`config.mk`:
```
export PLATFORM = sky130hd
export DESIGN_NAME = phys_reg_free_list_ckpt_flat
export DESIGN_NICKNAME = d
export VERILOG_FILES = /design/src/rtl/core_types_pkg.sv /design/src/rtl/phys_reg_free_list_ckpt_if.sv /design/src/rtl/free_list_checkpoint_array.sv /design/src/rtl/phys_reg_free_list_ckpt.sv /design/src/flat_wrapper.sv
export SDC_FILE = /design/constraint.sdc
export NUM_CORES = 1
export LEC_CHECK = 0
export CORE_MARGIN = 1
export CORE_UTILIZATION = 45
export DETAILED_ROUTE_END_ITERATION = 16
export GPL_TIMING_DRIVEN = 0
export SYNTH_ARGS = -nofsm -noshare
export SYNTH_HDL_FRONTEND = slang
export SYNTH_SLANG_ARGS = --single-unit
```
`constraint.sdc`:
```
create_clock -name CLK -period 3.95 [get_ports CLK]
set_input_delay 0.5925 -clock CLK [delete_from_list [all_inputs] [get_ports CLK]]
set_output_delay 0.5925 -clock CLK [all_outputs]
set_load 0.03 [all_outputs]
```
`src/rtl/core_types_pkg.sv`:
```
// Shared rename-stage types for the physical-register free list.
// Holds the register-file sizing, tag / checkpoint / pointer typedefs and the
// enqueue payload struct used by the free list and its checkpoint array.
package core_types_pkg;

  localparam int unsigned NUM_PHYS_REGS       = 64;
  localparam int unsigned NUM_ARCH_REGS       = 32;
  localparam int unsigned FREE_LIST_DEPTH     = NUM_PHYS_REGS - NUM_ARCH_REGS;
  localparam int unsigned LOG_FREE_LIST_DEPTH = $clog2(FREE_LIST_DEPTH);
  localparam int unsigned PHYS_REG_TAG_W      = $clog2(NUM_PHYS_REGS);
  localparam int unsigned CHECKPOINT_COLUMNS  = 4;
  localparam int unsigned CHECKPOINT_COLUMN_W = $clog2(CHECKPOINT_COLUMNS);
  localparam int unsigned FREE_COUNT_W        = LOG_FREE_LIST_DEPTH + 1;

  typedef logic [PHYS_REG_TAG_W-1:0]      phys_reg_tag_t;
  typedef logic [CHECKPOINT_COLUMN_W-1:0] checkpoint_column_t;
  // MSB is the wrap bit; low bits index the circular array.
  typedef logic [LOG_FREE_LIST_DEPTH:0]   free_list_ptr_t;
  typedef logic [FREE_COUNT_W-1:0]        free_count_t;

  // Freed tag returned by commit.
  typedef struct packed {
    logic          valid;
    phys_reg_tag_t tag;
  } free_list_enq_t;

  // Array index carried in the low bits of a pointer.
  function automatic logic [LOG_FREE_LIST_DEPTH-1:0] ptr_idx(input free_list_ptr_t ptr);
    return ptr[LOG_FREE_LIST_DEPTH-1:0];
  endfunction

endpackage

```
`src/rtl/phys_reg_free_list_ckpt_if.sv`:
```
// Rename/commit-side interface of the checkpointed free list.
// master: rename + commit logic (drives requests, frees, save/restore).
// slave : the free list (drives tag availability, count and overflow flag).
interface phys_reg_free_list_ckpt_if;
  import core_types_pkg::*;

  logic               dequeue_req;
  logic               dequeue_valid;
  phys_reg_tag_t      dequeue_phys_reg_tag;
  logic               enqueue_valid;
  phys_reg_tag_t      enqueue_phys_reg_tag;
  logic               save_valid;
  checkpoint_column_t save_column;
  logic               restore_valid;
  checkpoint_column_t restore_column;
  free_count_t        free_count;
  logic               overflow_error;

  modport master (
    output dequeue_req, enqueue_valid, enqueue_phys_reg_tag,
           save_valid, save_column, restore_valid, restore_column,
    input  dequeue_valid, dequeue_phys_reg_tag, free_count, overflow_error
  );

  modport slave (
    input  dequeue_req, enqueue_valid, enqueue_phys_reg_tag,
           save_valid, save_column, restore_valid, restore_column,
    output dequeue_valid, dequeue_phys_reg_tag, free_count, overflow_error
  );

endinterface

```
`src/rtl/free_list_checkpoint_array.sv`:
```
// Head-pointer snapshot storage: CHECKPOINT_COLUMNS pointer registers with one
// write port (save) and one combinational read port (restore); reset to 0.
// Ports: clk, rst_n (async active-low), write_en/write_column/write_ptr,
//        read_column -> read_ptr.
module free_list_checkpoint_array
  import core_types_pkg::*;
(
  input  logic               clk,
  input  logic               rst_n,
  input  logic               write_en,
  input  checkpoint_column_t write_column,
  input  free_list_ptr_t     write_ptr,
  input  checkpoint_column_t read_column,
  output free_list_ptr_t     read_ptr
);

  free_list_ptr_t column_q [CHECKPOINT_COLUMNS];

  // Snapshot registers.
  always_ff @(posedge clk or negedge rst_n) begin
    if (!rst_n) begin
      for (int i = 0; i < int'(CHECKPOINT_COLUMNS); i++) begin
        column_q[i] <= '0;
      end
    end else if (write_en) begin
      column_q[write_column] <= write_ptr;
    end
  end

  // Read sees the pre-edge contents, so a same-cycle save never leaks into a restore.
  assign read_ptr = column_q[read_column];

endmodule

```
`src/rtl/phys_reg_free_list_ckpt.sv`:
```
// Checkpointed physical-register free list for the rename stage.
// Circular array of free tags; rename dequeues at head (show-ahead), commit
// enqueues at tail, and a mispredict restores head from a saved column.
// Ports: CLK, nRST (async active-low), fl (phys_reg_free_list_ckpt_if.slave).
// Optional: FREE_LIST_BYPASS_EN lets an enqueue into an empty list be
// dequeued in the same cycle.
module phys_reg_free_list_ckpt
  import core_types_pkg::*;
(
  input  logic                      CLK,
  input  logic                      nRST,
  phys_reg_free_list_ckpt_if.slave  fl
);

  if ((FREE_LIST_DEPTH & (FREE_LIST_DEPTH - 1)) != 0) begin : g_depth_check
    $error("FREE_LIST_DEPTH must be a power of two");
  end

  phys_reg_tag_t  entries_q [FREE_LIST_DEPTH];
  free_list_ptr_t head_q, tail_q, head_d, tail_d;
  free_list_ptr_t save_ptr, ckpt_ptr;
  logic           overflow_q;
  logic           empty, full, bypass, pass_through;
  logic           dequeue_valid_c, deq_fire, enq_accept, overflow_set, save_en;
  free_list_enq_t enq;

  assign enq   = '{valid: fl.enqueue_valid, tag: fl.enqueue_phys_reg_tag};
  assign empty = (head_q == tail_q);
  assign full  = (ptr_idx(head_q) == ptr_idx(tail_q)) &&
                 (head_q[LOG_FREE_LIST_DEPTH] != tail_q[LOG_FREE_LIST_DEPTH]);

`ifdef FREE_LIST_BYPASS_EN
  // Forward a freed tag straight to rename when nothing else is available.
  assign bypass = empty && enq.valid && !fl.restore_valid;
`else
  assign bypass = 1'b0;
`endif

  assign pass_through    = bypass && fl.dequeue_req;
  assign dequeue_valid_c = !empty || bypass;

  // Restore wins over dequeue; a pass-through moves neither pointer.
  assign deq_fire     = fl.dequeue_req && dequeue_valid_c && !fl.restore_valid && !pass_through;
  assign enq_accept   = enq.valid && !pass_through && (!full || deq_fire);
  assign overflow_set = enq.valid && full && !deq_fire;
  assign save_ptr     = head_q + free_list_ptr_t'(deq_fire);
  assign save_en      = fl.save_valid &&
                        !(fl.restore_valid && (fl.save_column == fl.restore_column));

  assign head_d = fl.restore_valid ? ckpt_ptr : save_ptr;
  assign tail_d = tail_q + free_list_ptr_t'(enq_accept);

  // Outputs: combinational from registered state (plus bypass).
  assign fl.dequeue_valid        = dequeue_valid_c;
  assign fl.dequeue_phys_reg_tag = bypass ? enq.tag : entries_q[ptr_idx(head_q)];
  assign fl.free_count           = free_count_t'(tail_q - head_q);
  assign fl.overflow_error       = overflow_q;

  // Tag storage and pointers; reset fills the list with the non-architectural tags.
  always_ff @(posedge CLK or negedge nRST) begin
    if (!nRST) begin
      for (int i = 0; i < int'(FREE_LIST_DEPTH); i++) begin
        entries_q[i] <= phys_reg_tag_t'(int'(NUM_ARCH_REGS) + i);
      end
      head_q     <= '0;
      tail_q     <= free_list_ptr_t'(FREE_LIST_DEPTH);
      overflow_q <= 1'b0;
    end else begin
      if (enq_accept) begin
        entries_q[ptr_idx(tail_q)] <= enq.tag;
      end
      head_q <= head_d;
      tail_q <= tail_d;
      if (overflow_set) begin
        overflow_q <= 1'b1;
      end
    end
  end

  free_list_checkpoint_array u_ckpt (
    .clk          (CLK),
    .rst_n        (nRST),
    .write_en     (save_en),
    .write_column (fl.save_column),
    .write_ptr    (save_ptr),
    .read_column  (fl.restore_column),
    .read_ptr     (ckpt_ptr)
  );

endmodule

```
`src/flat_wrapper.sv`:
```
// flat-port wrapper written by rule: the top's interface ports become plain ports
module phys_reg_free_list_ckpt_flat import core_types_pkg::*;
  (CLK, nRST, fl_dequeue_req, fl_enqueue_valid, fl_enqueue_phys_reg_tag, fl_save_valid, fl_save_column, fl_restore_valid, fl_restore_column, fl_dequeue_valid, fl_dequeue_phys_reg_tag, fl_free_count, fl_overflow_error);
  phys_reg_free_list_ckpt_if fl_i ();
  input  logic CLK;
  input  logic nRST;
  input wire logic [$bits(fl_i.dequeue_req)-1:0] fl_dequeue_req;
  input wire logic [$bits(fl_i.enqueue_valid)-1:0] fl_enqueue_valid;
  input wire logic [$bits(fl_i.enqueue_phys_reg_tag)-1:0] fl_enqueue_phys_reg_tag;
  input wire logic [$bits(fl_i.save_valid)-1:0] fl_save_valid;
  input wire logic [$bits(fl_i.save_column)-1:0] fl_save_column;
  input wire logic [$bits(fl_i.restore_valid)-1:0] fl_restore_valid;
  input wire logic [$bits(fl_i.restore_column)-1:0] fl_restore_column;
  output wire logic [$bits(fl_i.dequeue_valid)-1:0] fl_dequeue_valid;
  output wire logic [$bits(fl_i.dequeue_phys_reg_tag)-1:0] fl_dequeue_phys_reg_tag;
  output wire logic [$bits(fl_i.free_count)-1:0] fl_free_count;
  output wire logic [$bits(fl_i.overflow_error)-1:0] fl_overflow_error;
  assign fl_i.dequeue_req = fl_dequeue_req;
  assign fl_i.enqueue_valid = fl_enqueue_valid;
  assign fl_i.enqueue_phys_reg_tag = fl_enqueue_phys_reg_tag;
  assign fl_i.save_valid = fl_save_valid;
  assign fl_i.save_column = fl_save_column;
  assign fl_i.restore_valid = fl_restore_valid;
  assign fl_i.restore_column = fl_restore_column;
  assign fl_dequeue_valid = fl_i.dequeue_valid;
  assign fl_dequeue_phys_reg_tag = fl_i.dequeue_phys_reg_tag;
  assign fl_free_count = fl_i.free_count;
  assign fl_overflow_error = fl_i.overflow_error;
  phys_reg_free_list_ckpt u_core (.CLK(CLK), .nRST(nRST), .fl(fl_i));
endmodule
```
==> impl_metrics.tcl, run 1 <==
set metrics [dict create \
    status "complete, no violations" \
    post-place-ws_ns -0.0116 \
    synth_edf_count 0 \
    gp_congestion 0.841 \
    critical_path_class "reg -> out" \
    drt-pass1-iter-count 4 \
    fin_area_sq_um 12500 \
    hold_slack_ns 0.0616 \
    async_flop_share 1.00 \
    layout.cells.most_common "mux2_2" \
    syn_inst 705 \
    cp_num_buf_inv 3 \
    clk_pin_slew_ns 0.06 \
    vdd.ir_drop.worst_uv 511 \
    drt-wirelength-per-cell_um 24.9 \
    hpwl_mm 18.7 \
    end_kind "output pin" \
    drv_slew 0 \
    initial_core_util 0.462 \
    io_buffer_count 27 \
    worst_setup_path_start_kind "register" \
    grt_start_max_net_pins 133 \
    max_cap_viol_count 0 \
    final_cells 1100 \
    drc 0 \
    routed_wirelength_mm 27.4 \
    utilization 0.530 \
    ys.flop_type "dfrtp_1" \
    holdCritPathClass "in -> async" \
    rows 56 \
    place_area_sq_um 11600 \
    synthToLayoutAreaGrowth_pct 14.6 \
    num_vias 6513 \
    fmax_ghz 0.264 \
    post-place-cells 1052 \
    hold_viol 0 \
    nets 787 \
    tightest_slew_ns 1.05 \
    clock_latency_ns 0.54 \
    crit_fanout 10 \
    root_buffer "clkbuf_16" \
    setup_viol 0 \
    cts_resized 9 \
    drive_gt1_frac 0.599 \
    ant_nets 0 \
    arrival_ns 3.20 \
    cts_num_sinks 229 \
    relSlewSlack 0.292 \
    die_h_um 158 \
    die_x_um 158 \
    grt_pass1_vias 6912 \
    drt_iter0_drc 415 \
    crit_family "buffers and inverters" \
    yosysWarnings 0 \
    io_pins 30 \
    power_leakage_nw 5.20 \
    diodes 0 \
    ys_types 44 \
    grt_first_pass_wirelength_mm 42.3 \
    cp.required_ns 3.36 \
    grt_antenna_before_repair 0 \
    avgSynthCellArea_sq_um 15.5 \
    synth.net_count 731 \
    seq_area_frac_synth 0.538 \
    dieArea_sq_um 24900 \
    holdBufCountCts 0 \
    core-area_sq_um 23600 \
    cts_tree "done" \
    cts_buffer_depth 3 \
    fin_crit_sh 0.960 \
    skew_ns 0.0223 \
    power_density_nw_per_um2 826 \
    final_cell_mix "220 x mux2_2, 116 x dfrtp_1, 113 x dfstp_2, 54 x mux4_2, 33 x clkbuf_1" \
    layout_setup_ws_ns 0.157 \
    ys_seq_elements 229 \
    path_cells "buf_4 > buf_6 > mux4_2 > o22ai_1 > nor4_1 > clkdlybuf4s50_1" \
    mappedNetlistArea_sq_um 10900 \
    grt_util_all_layers 0.232 \
    numCtsBuffers 26 \
    postCtsSetupBuffers 0 \
    fin_crit_ns 3.79 \
    rsz0062_at_grt "false" \
    via_per_inst 5.92 \
    slowest_stage "clkdlybuf4s50_1" \
    max_stage_delay_ns 0.62 \
    htreeDepth 1 \
    grt_overflow 0 \
]
cell type report:
class                      instances  area [sq um]
fill                            1925         11100
sequential                       229          5870
multi-input combinational        422          4840
clock buffer                      41           787
tap                              319           399
timing repair buffer              28           318
buffer                            43           196
clock inverter                     7          50.0
inverter                          11          41.3
flip-flops by register name, summed over array words and instances (netlist names):
name / flops
u_core.entries_q: 192
u_core.u_ckpt.column_q: 24
u_core.tail_q: 6
u_core.fl.overflow_error: 1
u_core.head_q: 6
worst reg2reg max path, cell delays in order, from the launching register on:
cell	delay [ns]
dfrtp_1	0.33
clkbuf_1	0.30
clkbuf_4	0.36
inv_1	0.07
ha_1	0.38
nand4_2	0.19
nor4_4	0.84
and2b_2	0.31
ha_1	0.23
ha_1	0.23
xor2_1	0.16
through the flow:
stage | power (mW) | setup TNS (ns)
2_1_floorplan | 6.76 | 0
3_3_place_gp | 7.86 | -1191.77
3_5_place_dp | 8.04 | -0.0116
4_1_cts | 10.4 | 0
5_1_grt | 10.8 | 0
6_report | 10.3 | 0
worst paths after layout:
path | cells after the start | endpoint | slack (ns) | start
max reg2reg | 10 | u_core.tail_q[2] | 0.42 | u_core.head_q[2]
max | 6 | fl_dequeue_phys_reg_tag[5] | 0.16 | u_core.head_q[0]
min reg2reg | 1 | u_core.fl.overflow_error | 0.46 | u_core.fl.overflow_error
min | 1 | u_core.entries_q[134] | 0.06 | nRST
min in group CLK | 1 | u_core.fl.overflow_error | 0.46 | u_core.fl.overflow_error
max in group asynchronous | 2 | u_core.entries_q[181] | 2.78 | nRST
cell usage after synthesis, drive strengths merged, types with 3 or more instances:
library cell / count / share of area
mux2: 222 / 0.23
dfrtp: 116 / 0.27
dfstp: 113 / 0.27
mux4: 54 / 0.11
clkbuf: 32 / 0.011
o22ai: 24 / 0.014
nand2: 23 / 0.0079
nand3: 16 / 0.0073
buf: 11 / 0.0050
inv: 11 / 0.0038
nor4: 10 / 0.011
ha: 9 / 0.010
nor3: 8 / 0.0072
xnor2: 8 / 0.0071
and4b: 5 / 0.0046
nor3b: 5 / 0.0034
nand3b: 4 / 0.0028
xor2: 4 / 0.0032
a31oi: 3 / 0.0017
a41oi: 3 / 0.0024
nor2: 3 / 0.0010
logic make-up (layout without fill, tap and decap cells):
family	after synthesis	in the layout	synth area share
flip-flops	229	229	0.538
AND/OR/NAND/NOR	84	84	0.0532
AO/OA/AOI/OAI	40	40	0.0252
buffers and inverters	54	130	0.0199
XOR/XNOR	12	12	0.0103
adder cells (fa/ha/maj)	10	10	0.0122
multiplexers	276	276	0.341
metal layers:
layer | track usage | vias up | wire length [um]
met2 | 0.371 | 174 | 13000
met4 | 0.0841 | 0 | 1010
met1 | 0.320 | 3487 | 12000
li1 | - | 2793 | -
met3 | 0.0383 | 59 | 1400
met5 | 0 | - | 0
report_power, final:
| group | switching [mW] | total (mW) | internal (mW) |
|---|---|---|---|
| logic | 1.90 | 3.88 | 1.98 |
| clock network | 0.967 | 2.33 | 1.37 |
| registers | 0.511 | 4.12 | 3.61 |
| total | 3.38 | 10.3 | 6.95 |
Note: power is estimated with default switching activity, not from simulation.
==> run 2, diff against run 1 <==
--- a/config.mk
+++ b/config.mk
@@ -5,10 +5,12 @@
 export SDC_FILE = /design/constraint.sdc
 export NUM_CORES = 1
 export LEC_CHECK = 0
+export ABC_AREA = 1
 export CORE_MARGIN = 1
 export CORE_UTILIZATION = 45
 export DETAILED_ROUTE_END_ITERATION = 16
 export GPL_TIMING_DRIVEN = 0
+export SETUP_SLACK_MARGIN = 0.02
 export SYNTH_ARGS = -nofsm -noshare
 export SYNTH_HDL_FRONTEND = slang
 export SYNTH_SLANG_ARGS = --single-unit
==> run 2 against run 1 <==
Die area rose by 9.2%. Synthesized cell count increased by 96%. Worst setup slack got worse by 0.020 ns. Clock skew down 0.012 ns. Final area up 9.5%. Fmax shrank 0.52%. Final cell count grew 63%. Register-to-register slack gained 0.50 ns. Non-clock buffer count increased by 62. Via count up 50%.
==> impl_metrics.tcl, run 2 <==
set metrics [dict create \
    skew_ns 0.0103 \
    yosysWarnings 0 \
    slowest_stage "clkdlybuf4s50_1" \
    io_buffer_count 28 \
    rsz0062_at_grt "false" \
    grt_first_pass_wirelength_mm 54.9 \
    synth.net_count 1410 \
    numCtsBuffers 27 \
    diodes 0 \
    final_cell_mix "489 x nand2_1, 126 x nand3_1, 119 x o21ai_0, 115 x dfrtp_1, 113 x dfstp_2" \
    top_register "u_core.entries_q" \
    die_x_um 165 \
    drc 0 \
    nets 1469 \
    num_vias 9760 \
    yosysMostFrequentCell "nand2_1" \
    r2r_start "u_core.head_q[1]" \
    post-place-cells 1749 \
    ys.flop_type "dfrtp_1" \
    io_pins 30 \
    synth_edf_count 0 \
    drt-wirelength-per-cell_um 19.5 \
    drive_gt1_frac 0.193 \
    mappedNetlistArea_sq_um 11900 \
    status "complete, no violations" \
    routed_wirelength_mm 35.1 \
    root_buffer "clkbuf_16" \
    cp.required_ns 3.36 \
    grt_antenna_before_repair 0 \
    yosysTopAreaCellShare 0.249 \
    via_per_inst 5.43 \
    relSlewSlack 0.433 \
    fmax_ghz 0.262 \
    grt_util_all_layers 0.271 \
    critical_path_class "reg -> out" \
    drv_slew 0 \
    seq_area_frac_synth 0.492 \
    worst_r2r_path_depth 11 \
    ant_nets 0 \
    clock_latency_ns 0.54 \
    reg.largest.list "u_core.entries_q (192), u_core.u_ckpt.column_q (24)" \
    rows 59 \
    grt_overflow 0 \
    grt_start_max_net_pins 92 \
    arrival_ns 3.22 \
    syn_inst 1384 \
    synth.largest_area_cell "dfstp_2" \
    cts_buffer_depth 3 \
    synthToLayoutAreaGrowth_pct 14.8 \
    grt_pass1_vias 9152 \
    drt_iter0_drc 925 \
    yosys-top-cells-count "489 x nand2_1, 126 x nand3_1, 119 x o21ai_0" \
    r2r-end "u_core.u_ckpt.column_q[22]" \
    vdd.ir_drop.worst_uv 483 \
    max_stage_delay_ns 0.69 \
    drt-pass1-iter-count 6 \
    gp_congestion 0.941 \
    setup_viol 0 \
    final_cells 1798 \
    hpwl_mm 24.7 \
    core-area_sq_um 26100 \
    die_h_um 165 \
    tightest_slew_ns 0.851 \
    end_kind "output pin" \
    ys_types 36 \
    path_cells "buf_2 > inv_2 > clkbuf_4 > ha_1 > a21oi_1 > o211ai_1 > xor2_1 > clkdlybuf4s50_1" \
    hold_slack_ns 0.0644 \
    place_area_sq_um 12700 \
    power_leakage_nw 5.93 \
    largest_reg_flops 192 \
    r2r_slack_ns 0.92 \
    holdCritPathClass "in -> async" \
    cts_num_sinks 229 \
    initial_core_util 0.458 \
    layout.cells.most_common "nand2_1" \
    power_density_nw_per_um2 775 \
    synth_area_leaders "dfstp_2 25%, dfrtp_1 24%, nand2_1 15%" \
    fin_crit_sh 0.965 \
    htreeDepth 1 \
    cts_tree "done" \
    crit_fanout 10 \
    clk_pin_slew_ns 0.06 \
    dieArea_sq_um 27200 \
    fin_setup_tns_ns 0 \
    avgSynthCellArea_sq_um 8.62 \
    ys_seq_elements 229 \
    hold_viol 0 \
    worst_setup_path_start_kind "register" \
    max_cap_viol_count 0 \
    fin_area_sq_um 13700 \
    async_flop_share 1.00 \
    fin_crit_ns 3.81 \
]
## run 2: cells by family after synthesis
| group | synth area share |
|---|---|
| simple gates | 0.278 |
| compound gates | 0.119 |
| flops | 0.492 |
| buf+inv | 0.0902 |
| xor+xnor | 0.00944 |
| fa+ha+maj | 0.0111 |
## run 2: critical path, delay by kind of cell (launching register included)
kind | cells | cell delay [ns]
AOI/OAI and AO/OA | 2 | 0.38
xor gates and xnor gates | 1 | 0.16
adders and majority gates | 1 | 0.35
buffers and inverters | 4 | 1.42
DFF | 1 | 0.35
## run 2: stage by stage
stage          setup slack, ns  total power, mW   util
3_5_place_dp             0.285             7.92  0.487
5_1_grt                 0.0482             11.2  0.526
3_3_place_gp             -7.62             7.83  0.485
6_report                 0.137             10.6  0.526
4_1_cts                 0.0317             10.6  0.524
2_1_floorplan             1.33             6.59      -
## run 2: metal layers
layer	up-vias	track usage	wire, um
met4	0	0.0771	1020
met2	334	0.426	15800
met3	65	0.0389	2620
met5	-	0	0
li1	4669	-	-
met1	4692	0.387	15600
## run 2: cell type report
cell class | instances | area [sq um]
Sequential cell | 229 | 5870
Clock buffer | 38 | 797
Buffer | 101 | 963
Timing Repair Buffer | 32 | 363
Multi-Input combinational cell | 1017 | 4980
Inverter | 35 | 136
Tap cell | 335 | 419
Fill cell | 2523 | 12400
Clock inverter | 11 | 159
## run 2: report_power, final
part	total [mW]	internal, mW	switching [mW]
Clock	2.66	1.66	1.00
Sequential	4.21	3.65	0.559
Combinational	3.74	1.35	2.39
## run 2: worst max-delay path by stage
stage                                 from                          to  slack [ns]  depth (start not counted)
after floorplan           u_core.head_q[3]            fl_free_count[5]        1.33                          9
after global placement                nRST        u_core.entries_q[74]       -7.62                          1
after detailed placement  u_core.head_q[2]            fl_free_count[5]        0.28                          8
after CTS                 u_core.head_q[2]            fl_free_count[5]        0.03                          8
after global routing      u_core.head_q[0]  fl_dequeue_phys_reg_tag[4]        0.05                          9
final                     u_core.head_q[2]            fl_free_count[5]        0.14                          8
## run 2: timing repair
item | in CTS | in global routing
setup buffers | 0 | 2
gates resized for setup | 6 | 29
setup endpoints to repair | 10 | 8
hold buffers | 0 | 0
==> run 3, diff against run 2 <==
--- a/config.mk
+++ b/config.mk
@@ -6,6 +6,7 @@
 export NUM_CORES = 1
 export LEC_CHECK = 0
 export ABC_AREA = 1
+export CAP_MARGIN = 20
 export CORE_MARGIN = 1
 export CORE_UTILIZATION = 45
 export DETAILED_ROUTE_END_ITERATION = 16
==> results of run 3 <==
The final DEF is identical to that of run 2; final timing and power are the same.
